`src/rtl/hex_scan_if.sv`:
```
// Host-side and display-side signals of the seven-segment scan controller.
// Latency: n/a (wires only).
// Backpressure: none; writes are always accepted.
// Signals:
//   wr_en/wr_addr/wr_data : byte-wide digit-pair write into the shadow buffer
//   blank_mask/blink_mask : live per-digit display controls
//   an_n/seg              : registered, active-low digit enables and segments
//   digit_idx             : current scan digit
//   frame_tick            : pulse on the first output cycle of digit 0 after a commit
//   upd_pending           : shadow holds writes not yet committed
interface hex_scan_if #(
    parameter int NUM_DIGITS = 8
);
    localparam int AW = $clog2(NUM_DIGITS / 2);
    localparam int DW = $clog2(NUM_DIGITS);

    logic                  wr_en;
    logic [AW-1:0]         wr_addr;
    logic [7:0]            wr_data;
    logic [NUM_DIGITS-1:0] blank_mask;
    logic [NUM_DIGITS-1:0] blink_mask;
    logic [NUM_DIGITS-1:0] an_n;
    logic [6:0]            seg;
    logic [DW-1:0]         digit_idx;
    logic                  frame_tick;
    logic                  upd_pending;

    // Host / display-consumer side.
    modport master (
        output wr_en, wr_addr, wr_data, blank_mask, blink_mask,
        input  an_n, seg, digit_idx, frame_tick, upd_pending
    );

    // Controller side.
    modport slave (
        input  wr_en, wr_addr, wr_data, blank_mask, blink_mask,
        output an_n, seg, digit_idx, frame_tick, upd_pending
    );
endinterface

```
`src/rtl/hex_scan_ctrl.sv`:
```
// Time-multiplexed 7-segment scanner with shadow/active buffers committed at frame wrap.
// Latency: an_n/seg reflect slot state one cycle later; writes show after the next commit.
// Backpressure: none; writes accepted every cycle, masks sampled live.
// Ports: clk, rst_n (async active-low), bus (hex_scan_if.slave: write port,
//        blank/blink masks, an_n, seg, digit_idx, frame_tick, upd_pending).
module hex_scan_ctrl #(
    parameter int NUM_DIGITS   = 8,
    parameter int SCAN_DIV     = 50000,
    parameter int DEAD         = 4,
    parameter int BLINK_FRAMES = 64
) (
    input  logic        clk,
    input  logic        rst_n,
    hex_scan_if.slave   bus
);
    localparam int AW = $clog2(NUM_DIGITS / 2);
    localparam int DW = $clog2(NUM_DIGITS);
    localparam int CW = (SCAN_DIV > 1) ? $clog2(SCAN_DIV) : 1;
    localparam int BW = (BLINK_FRAMES > 1) ? $clog2(BLINK_FRAMES) : 1;

    localparam logic [CW-1:0] DIV_LAST   = CW'(SCAN_DIV - 1);
    localparam logic [DW-1:0] DIGIT_LAST = DW'(NUM_DIGITS - 1);
    localparam logic [BW-1:0] BLINK_LAST = BW'(BLINK_FRAMES - 1);
    localparam logic [CW:0]   DEAD_LIM   = (CW + 1)'(DEAD);
    localparam logic [NUM_DIGITS-1:0] ONE = {{(NUM_DIGITS - 1){1'b0}}, 1'b1};

    // ------------------------------------------------------------------
    // Scan state
    // ------------------------------------------------------------------
    logic [CW-1:0] div_cnt;
    logic [DW-1:0] digit_idx;
    logic [BW-1:0] blink_cnt;
    logic          blink_phase;   // 1 = blinking digits visible

    logic [3:0]    shadow [NUM_DIGITS];
    logic [3:0]    active [NUM_DIGITS];
    logic          upd_pending;

    logic [NUM_DIGITS-1:0] an_q;
    logic [6:0]            seg_q;
    logic                  tick_arm;
    logic                  frame_tick_q;

    logic slot_end;
    logic wrap;

    assign slot_end = (div_cnt == DIV_LAST);
    assign wrap     = slot_end && (digit_idx == DIGIT_LAST);

    // Digit-pair addressing: pair k covers digits 2k (low nibble) and 2k+1.
    logic [DW-1:0] wr_lo_idx;
    logic [DW-1:0] wr_hi_idx;

    assign wr_lo_idx = {bus.wr_addr, 1'b0};
    assign wr_hi_idx = {bus.wr_addr, 1'b1};

    // ------------------------------------------------------------------
    // Shared decoder: one nibble mux feeding one hex-to-segment table.
    // ------------------------------------------------------------------
    logic [3:0] cur_nib;
    logic [6:0] dec_seg;

    assign cur_nib = active[digit_idx];

    always_comb begin
        dec_seg = 7'h7F;
        case (cur_nib)
            4'h0: dec_seg = 7'h40;
            4'h1: dec_seg = 7'h79;
            4'h2: dec_seg = 7'h24;
            4'h3: dec_seg = 7'h30;
            4'h4: dec_seg = 7'h19;
            4'h5: dec_seg = 7'h12;
            4'h6: dec_seg = 7'h02;
            4'h7: dec_seg = 7'h78;
            4'h8: dec_seg = 7'h00;
            4'h9: dec_seg = 7'h10;
            4'hA: dec_seg = 7'h08;
            4'hB: dec_seg = 7'h03;
            4'hC: dec_seg = 7'h46;
            4'hD: dec_seg = 7'h21;
            4'hE: dec_seg = 7'h06;
            4'hF: dec_seg = 7'h0E;
            default: dec_seg = 7'h7F;
        endcase
    end

    // Next-cycle output values computed from the current slot state.
    logic                  in_dead;
    logic                  dark;
    logic [NUM_DIGITS-1:0] an_nxt;
    logic [6:0]            seg_nxt;

    assign in_dead = ({1'b0, div_cnt} < DEAD_LIM);
    assign dark    = bus.blank_mask[digit_idx] ||
                     (bus.blink_mask[digit_idx] && !blink_phase);
    assign an_nxt  = in_dead ? {NUM_DIGITS{1'b1}} : ~(ONE << digit_idx);
    assign seg_nxt = dark ? 7'h7F : dec_seg;

    // ------------------------------------------------------------------
    // Counters
    // ------------------------------------------------------------------
    always_ff @(posedge clk or negedge rst_n) begin
        if (!rst_n) begin
            div_cnt     <= '0;
            digit_idx   <= '0;
            blink_cnt   <= '0;
            blink_phase <= 1'b1;
        end else begin
            if (slot_end) begin
                div_cnt <= '0;
                if (digit_idx == DIGIT_LAST) begin
                    digit_idx <= '0;
                end else begin
                    digit_idx <= digit_idx + DW'(1);
                end
            end else begin
                div_cnt <= div_cnt + CW'(1);
            end

            if (wrap) begin
                if (blink_cnt == BLINK_LAST) begin
                    blink_cnt   <= '0;
                    blink_phase <= ~blink_phase;
                end else begin
                    blink_cnt <= blink_cnt + BW'(1);
                end
            end
        end
    end

    // ------------------------------------------------------------------
    // Buffers. A write in the commit cycle lands in shadow only: active
    // takes the pre-write shadow, and upd_pending stays set for next frame.
    // ------------------------------------------------------------------
    always_ff @(posedge clk or negedge rst_n) begin
        if (!rst_n) begin
            for (int i = 0; i < NUM_DIGITS; i++) begin
                shadow[i] <= 4'h0;
                active[i] <= 4'h0;
            end
            upd_pending <= 1'b0;
        end else begin
            if (wrap) begin
                for (int i = 0; i < NUM_DIGITS; i++) begin
                    active[i] <= shadow[i];
                end
            end

            if (bus.wr_en) begin
                shadow[wr_lo_idx] <= bus.wr_data[3:0];
                shadow[wr_hi_idx] <= bus.wr_data[7:4];
            end

            if (bus.wr_en) begin
                upd_pending <= 1'b1;
            end else if (wrap) begin
                upd_pending <= 1'b0;
            end
        end
    end

    // ------------------------------------------------------------------
    // Output registers. frame_tick is delayed twice after the commit so it
    // lines up with the first registered output of digit 0; the post-reset
    // frame has no preceding commit and therefore no tick.
    // ------------------------------------------------------------------
    always_ff @(posedge clk or negedge rst_n) begin
        if (!rst_n) begin
            an_q         <= {NUM_DIGITS{1'b1}};
            seg_q        <= 7'h7F;
            tick_arm     <= 1'b0;
            frame_tick_q <= 1'b0;
        end else begin
            an_q         <= an_nxt;
            seg_q        <= seg_nxt;
            tick_arm     <= wrap;
            frame_tick_q <= tick_arm;
        end
    end

    assign bus.an_n        = an_q;
    assign bus.seg         = seg_q;
    assign bus.digit_idx   = digit_idx;
    assign bus.frame_tick  = frame_tick_q;
    assign bus.upd_pending = upd_pending;

endmodule

```
`src/flat_wrapper.sv`:
```
// flat-port wrapper written by rule: the top's interface ports become plain ports
module hex_scan_ctrl_flat 
#(
    parameter int NUM_DIGITS   = 8,
    parameter int SCAN_DIV     = 50000,
    parameter int DEAD         = 4,
    parameter int BLINK_FRAMES = 64
)
  (clk, rst_n, bus_wr_en, bus_wr_addr, bus_wr_data, bus_blank_mask, bus_blink_mask, bus_an_n, bus_seg, bus_digit_idx, bus_frame_tick, bus_upd_pending);
  hex_scan_if #(.NUM_DIGITS(NUM_DIGITS)) bus_i ();
  input  logic clk;
  input  logic rst_n;
  input wire logic [$bits(bus_i.wr_en)-1:0] bus_wr_en;
  input wire logic [$bits(bus_i.wr_addr)-1:0] bus_wr_addr;
  input wire logic [$bits(bus_i.wr_data)-1:0] bus_wr_data;
  input wire logic [$bits(bus_i.blank_mask)-1:0] bus_blank_mask;
  input wire logic [$bits(bus_i.blink_mask)-1:0] bus_blink_mask;
  output wire logic [$bits(bus_i.an_n)-1:0] bus_an_n;
  output wire logic [$bits(bus_i.seg)-1:0] bus_seg;
  output wire logic [$bits(bus_i.digit_idx)-1:0] bus_digit_idx;
  output wire logic [$bits(bus_i.frame_tick)-1:0] bus_frame_tick;
  output wire logic [$bits(bus_i.upd_pending)-1:0] bus_upd_pending;
  assign bus_i.wr_en = bus_wr_en;
  assign bus_i.wr_addr = bus_wr_addr;
  assign bus_i.wr_data = bus_wr_data;
  assign bus_i.blank_mask = bus_blank_mask;
  assign bus_i.blink_mask = bus_blink_mask;
  assign bus_an_n = bus_i.an_n;
  assign bus_seg = bus_i.seg;
  assign bus_digit_idx = bus_i.digit_idx;
  assign bus_frame_tick = bus_i.frame_tick;
  assign bus_upd_pending = bus_i.upd_pending;
  hex_scan_ctrl #(.NUM_DIGITS(NUM_DIGITS), .SCAN_DIV(SCAN_DIV), .DEAD(DEAD), .BLINK_FRAMES(BLINK_FRAMES)) u_core (.clk(clk), .rst_n(rst_n), .bus(bus_i));
endmodule
```
`config.mk`:
```
export PLATFORM = sky130hd
export DESIGN_NAME = hex_scan_ctrl_flat
export DESIGN_NICKNAME = d
export VERILOG_FILES = /design/src/rtl/hex_scan_if.sv /design/src/rtl/hex_scan_ctrl.sv /design/src/flat_wrapper.sv
export SDC_FILE = /design/constraint.sdc
export NUM_CORES = 1
export LEC_CHECK = 0
export CAP_MARGIN = 20
export CELL_PAD_IN_SITES_DETAIL_PLACEMENT = 1
export CELL_PAD_IN_SITES_GLOBAL_PLACEMENT = 1
export CORE_MARGIN = 2
export CORE_UTILIZATION = 40
export DETAILED_ROUTE_END_ITERATION = 16
export DONT_BUFFER_PORTS = 1
export PLACE_DENSITY = 0.7
export RECOVER_POWER = 25
export SYNTH_ARGS = -nofsm -noshare
export SYNTH_HDL_FRONTEND = slang
export SYNTH_SLANG_ARGS = --single-unit
```
`constraint.sdc`:
```
create_clock -name clk -period 2.7 [get_ports clk]
set_input_delay 0.54 -clock clk [delete_from_list [all_inputs] [get_ports clk]]
set_output_delay 0.54 -clock clk [all_outputs]
set_load 0.05 [all_outputs]
```
== Word level (Yosys, flattened, before mapping) ==
Memory sizes are Yosys's and may differ from the RTL's.
Cells that the tools add are included.
Storage, ports and cells
  register bits: 108
  memory bits (read-only): 112
  bits of input ports: 29
  output and inout port bits: 20
  word-level logic and storage cells: 73
  memories kept: 1
Memory list
  (name not given): depth 16, bits a word 7, rd ports 1, clocked after memory_dff 0, wr ports 0, RTL line hex_scan_ctrl.sv:67  | case (cur_nib)
Operators by class
  add/subtract/negate cells: 3
  order comparisons: 7
  eq/ne operators: 3
  shifts and indexed selects: 1
  multiplexer cells: 20
  bitwise operators: 5
  reductions and logical operators: 8
Operators with widths (number)
  32-bit bitwise mux: 2
  4-bit demux with 3-bit select: 2
  16-bit by 1-bit adder with 16-bit output, second input constant: 1
  16-bit == test, second input constant: 1
  16-bit by 3-bit < comparator with 1-bit output, second input constant: 1
  16-bit two-way mux: 1
  4-bit two-way mux: 4
  4-bit binary-select mux with 3-bit select: 1
  4-bit greater-or-equal comparator, second input constant: 3
  3-bit NOT with 4-bit output: 3
  4-bit by 1-bit < comparator with 1-bit output, second input constant: 2
  8-bit two-way mux: 1
  8-bit NOT: 1
  1-bit by 3-bit << shifter with 8-bit output, first input constant: 1
  7-bit two-way mux: 1
  6-bit by 1-bit adder with 6-bit output, second input constant: 1
  1-bit binary-select mux with 3-bit select: 2
  6-bit == test, second input constant: 1
  6-bit two-way mux: 1
  1-bit logical AND: 4
  3-bit by 4-bit < comparator with 1-bit output, second input constant: 1
  1-bit two-way mux: 4
  3-bit by 1-bit adder with 3-bit output, second input constant: 1
  3-bit == test, second input constant: 1
  6 further kinds: 6

== Longest topological paths before layout ==
  word-level depth: 7
  depth in mapped cells: 11

== Least setup slack after synthesis ==
OpenSTA, ideal clock, no wires.
  path type: register to register
  from: register u_core.digit_idx[0], in the netlist u_core.bus.digit_idx[0]
  to: register u_core.seg_q[3], in the netlist u_core.bus.seg[3]
  arrival: 2603 ps
  setup slack: 10 ps
  cell stages (with the launch flop): 12
  path buffers: 2
  cell sequence: dfrtp_1 buf_2 buf_2 mux4_2 nand2_1 and2_1 inv_1 ha_1 inv_1 nor2_1 a211oi_1 o21ai_0
On the way
  word-level cells in the longest chain between the ends: 6
  elaborated cells between the ends (all ways): 12
  classes of those cells: mux (8); bitwise (1); reduce/logical (2); memory (1)
Ends and longest elaborated chain
  start, declared: RTL line hex_scan_ctrl.sv:31  | logic [DW-1:0] digit_idx;
  start signal, assigned: RTL line hex_scan_ctrl.sv:115  | digit_idx <= digit_idx + DW'(1);
  3-bit NOT with 4-bit output (not written as such): RTL line hex_scan_ctrl.sv:63  | assign cur_nib = active[digit_idx];
  4-bit binary-select mux with 3-bit select: RTL line hex_scan_ctrl.sv:63
  4-bit two-way mux (not written as such) (2 in series): RTL line hex_scan_ctrl.sv:63
  memory 16 x 7 bit
  7-bit two-way mux *: RTL line hex_scan_ctrl.sv:98  | assign seg_nxt = dark ? 7'h7F : dec_seg;
  named net u_core.seg_nxt[3]: RTL line hex_scan_ctrl.sv:92  | logic [6:0] seg_nxt;
  end signal, assigned: RTL line hex_scan_ctrl.sv:176  | seg_q <= seg_nxt;
  end, declared: RTL line hex_scan_ctrl.sv:40  | logic [6:0] seg_q;
The timed path passes the listed nets; every way through them passes the cells marked *. The select of a mux whose other input is x is not followed.
A chain may end at the register's enable or synchronous reset.

== Worst setup path after layout ==
  from: register u_core.digit_idx[0], in the netlist u_core.bus.digit_idx[0]
  to: register u_core.seg_q[6], in the netlist u_core.bus.seg[6]
Same word-level chain as after synthesis.

==> flow_summary_export.csv <==
group,metric,value,unit
run_status,outcome,"finished, violations left",
run_status,failed_checks,"capacitance limit, slew limit",
timing,final_critical_path_time_including_i_o_delays_and_setup,2.38,ns
timing,timing.setup.tns,0,ns
drt,wirelength_met1,4.64,mm
drt,drt-wirelength-per-cell,18.4,microns
pwr,irDropWorstVdd,0.000421,V
drt,first_iter_violations,141,
yosys,syn-instance-count,432,
critical_path,crit_path_max_fanout,6,
cts,number_of_buffers_added_by_the_clock_tree_synthesis_step,9,
grt,antenna_found_initial,0,
timing,grt_setup_unrepaired,"false",
floorplanning,start_util,40.7,%
timing,timing.final.ws_setup,0.318,ns
hold_path,worst_hold_path_type,"in2async",
pwr,cellLeakagePower,2.47,nW
timing,final_period_utilization,88.2,%
critical_path,cp_slowest_cell,"dfrtp_2",
timing,timing.final.setup_violations,0,
critical_path,arrival,2.65,ns
timing,skew,0.00931,ns
grt,grt.total_usage,18.8,%
place,placement.setup.worst_slack,0.124,ns
cts,clk_pin_slew_worst_paths,0.07,ns
cts,root_buffer,"clkbuf_16",
finish,layout.cells.most_common,"nand2_1",
cts,insertion_delay,0.36,ns
critical_path,startpoint_type,"flop",
yosys,netlist-cell-type-count,41,
drt,met2_wirelength,5.47,mm
cts,cts.sinks,108,
finish,finish.cell_count_without_fillers,594,
finish,fillCellCount,1311,
place,dpl-instance-area,0.00506,sq mm
timing,fmax,420,MHz
drt,drt-pass1-iter-count,4,
floorplanning,die-area,0.0130,sq mm
yosys,ys_ff_latch,108,
timing,timing.final.max_slew_violations,93,
critical_path,critPathMostFrequentCell,"inv_1",
floorplanning,floorplan.io_pins,49,
finish,finish.net_count,485,
floorplanning,dieHeight,114,microns
grt,maximum_number_of_pins_on_one_net_before_global_route_repair,93,
drt,number_of_remaining_drc_errors,0,
grt,grt_first_pass_wirelength,18.3,mm
yosys,synthesized_netlist_net_count,475,
job,drv_cap,1,
drt,routed.top_layer,"met4",
cts,tritoncts,"built",
critical_path,endpoint_kind,"flop",
floorplanning,die-width,114,microns
yosys,yosysSeqAreaShare,56.1,%
critical_path,timing.critical_path.buf_inv,2,
yosys,synth_top_cell_by_area,"dfrtp_1",
grt,first_global_vias,3415,
timing,final_hold_viol_count,0,
place,dpl_hpwl,7.61,mm
floorplanning,core,0.0119,sq mm
cts,htree_num_levels,3,
yosys,syn_area_per_cell,11.2,sq um
yosys,post_synth_top_flop,"dfrtp_1",
cts,clk_path_buf_depth,2,
finish,diodes,0,
yosys,synthTopCellsByArea,"dfrtp_1 (47%), nand2_1 (9.2%), dfstp_2 (8.7%)",
place,finalWeightedCongestion,0.798,
critical_path,timing.critical_path.cells,"mux4_2 > nand2_1 > and2_1 > inv_1 > ha_1 > inv_1 > nor2_1 > a21oi_1 > o221ai_1",
finish,area.growth.synth_to_final,11.5,%
place,placed_cells,576,
yosys,ys.warnings.count,0,
yosys,post_synth_instance_area,0.00485,sq mm
drt,wirelength,10.9,mm
drt,num_vias,3144,
yosys,synth-edff-count,0,
critical_path,cpPeakStageDelay,0.62,ns
critical_path,worst_ep_required_time,2.97,ns
grt,globalRoute.totalOverflow,0,
pwr,pwr_density_cell,628,mW/mm^2
critical_path,path_delay_family,"flip-flops",
finish,layout.cells.most_common_list,"nand2_1 (119), dfrtp_1 (91), mux2_2 (37), nor2_1 (19), dfstp_2 (16)",
finish,final_cell_area,0.00541,sq mm
yosys,post-synth-top-area-fraction,47.4,%
floorplanning,row_count,40,
drt,detail_route.vias_per_cell,5.29,
timing,worstMarginPinSlew,2.05,ns
critical_path,timing_worst_setup_path_type,"reg2reg",
timing,max-slew-margin-rel,-36.9,%
finish,drive_above_1_share,21.0,%
drt,final_antenna_net_count,0,
place,io_buffer_count,0,
drt,met3_wirelength,659,microns
yosys,async_reset_ff_share,100,%
==> cell type report <==
type	count	area, sq um	share of cell area (%)
clock inverters	6	93.8	1.73
inverters	13	48.8	0.902
clock buffers	10	239	4.42
well taps	147	184	3.40
flip-flops and latches	108	2720	50.3
multi-input cells	298	2020	37.3
repair buffers	12	103	1.90
==> metal layers <==
metal	GRT usage [%]	vias to the layer above
li1	-	1488
met1	22.6	1593
met2	31.4	51
met3	7.31	12
met4	5.61	0
met5	0	-
==> synthesized netlist by cell type (4+ instances only) <==
library cell and n:
dfrtp_1 92, a21oi_1 9, dfstp_2 16, buf_2 7, inv_1 11, nor2_1 19, o21ai_0 6, nand4_1 7
xnor2_1 12, nand3_1 14, ha_1 14, mux2_2 37, xor2_1 6, clkbuf_1 4, nor3_1 8, mux4_2 10
nand2_1 119
==> path summary, 6_finish.rpt <==
kind                                                          start                             endpoint  slack [ns]  depth (start not counted)
worst max-delay path            u_core.bus.digit_idx[0]$_DFFE_PN0N_          u_core.bus.seg[6]$_DFF_PN1_        0.32                          9
worst min-delay path                                          rst_n          u_core.bus.seg[4]$_DFF_PN1_        0.02                          0
worst max register to register  u_core.bus.digit_idx[0]$_DFFE_PN0N_          u_core.bus.seg[6]$_DFF_PN1_        0.32                          9
worst min register to register            u_core.tick_arm$_DFF_PN0_      u_core.bus.frame_tick$_DFF_PN0_        0.35                          0
max in group asynchronous                                     rst_n  u_core.bus.digit_idx[0]$_DFFE_PN0N_        0.59                          1
min in group clk                                          bus_wr_en   u_core.bus.upd_pending$_DFFE_PN0P_        0.27                          1
==> metrics by stage <==
step | power, mW | utilization, % | hold slack, ns
2_1_floorplan | 1.90 | - | 0.244
3_3_place_gp | 1.92 | 42.5 | 0.247
3_5_place_dp | 1.93 | 42.5 | 0.247
4_1_cts | 3.45 | 45.5 | 0.00436
5_1_grt | 3.53 | 45.4 | 0.00198
6_report | 3.40 | 45.4 | 0.0193
==> cell families after synthesis <==
kind of cell / after synthesis / share of synthesized area, %
multiplexers: 49 / 13.6
AND/OR/NAND/NOR: 187 / 17.2
flip-flops: 108 / 56.1
adder cells (fa/ha/maj): 14 / 3.61
AO/OA/AOI/OAI: 30 / 3.97
XOR/XNOR: 18 / 3.25
buffers and inverters: 26 / 2.27
==> sequential cells by signal, summed over array words and instances (netlist names), 3 cells and up <==
signal and cells:
u_core.blink_cnt 6, u_core.shadow 32, u_core.bus.seg 7, u_core.bus.an_n 8, u_core.active 32, u_core.div_cnt 16
u_core.bus.digit_idx 3
==> power by group <==
| part | leakage, nW | switching [mW] | internal (mW) |
|---|---|---|---|
| combinational | 0.939 | 0.0641 | 0.0818 |
| clock | 0.165 | 0.621 | 0.848 |
| sequential | 1.36 | 0.0664 | 1.72 |
==> what timing repair did <==
item | CTS | global route
hold buffers | 1 | 1
endpoints found under the setup margin | 0 | 5
buffers inserted | 0 | 0
gates resized for setup | 0 | 1
hold endpoints to repair | 92 | 1
Power figures use the tool's default switching activity.
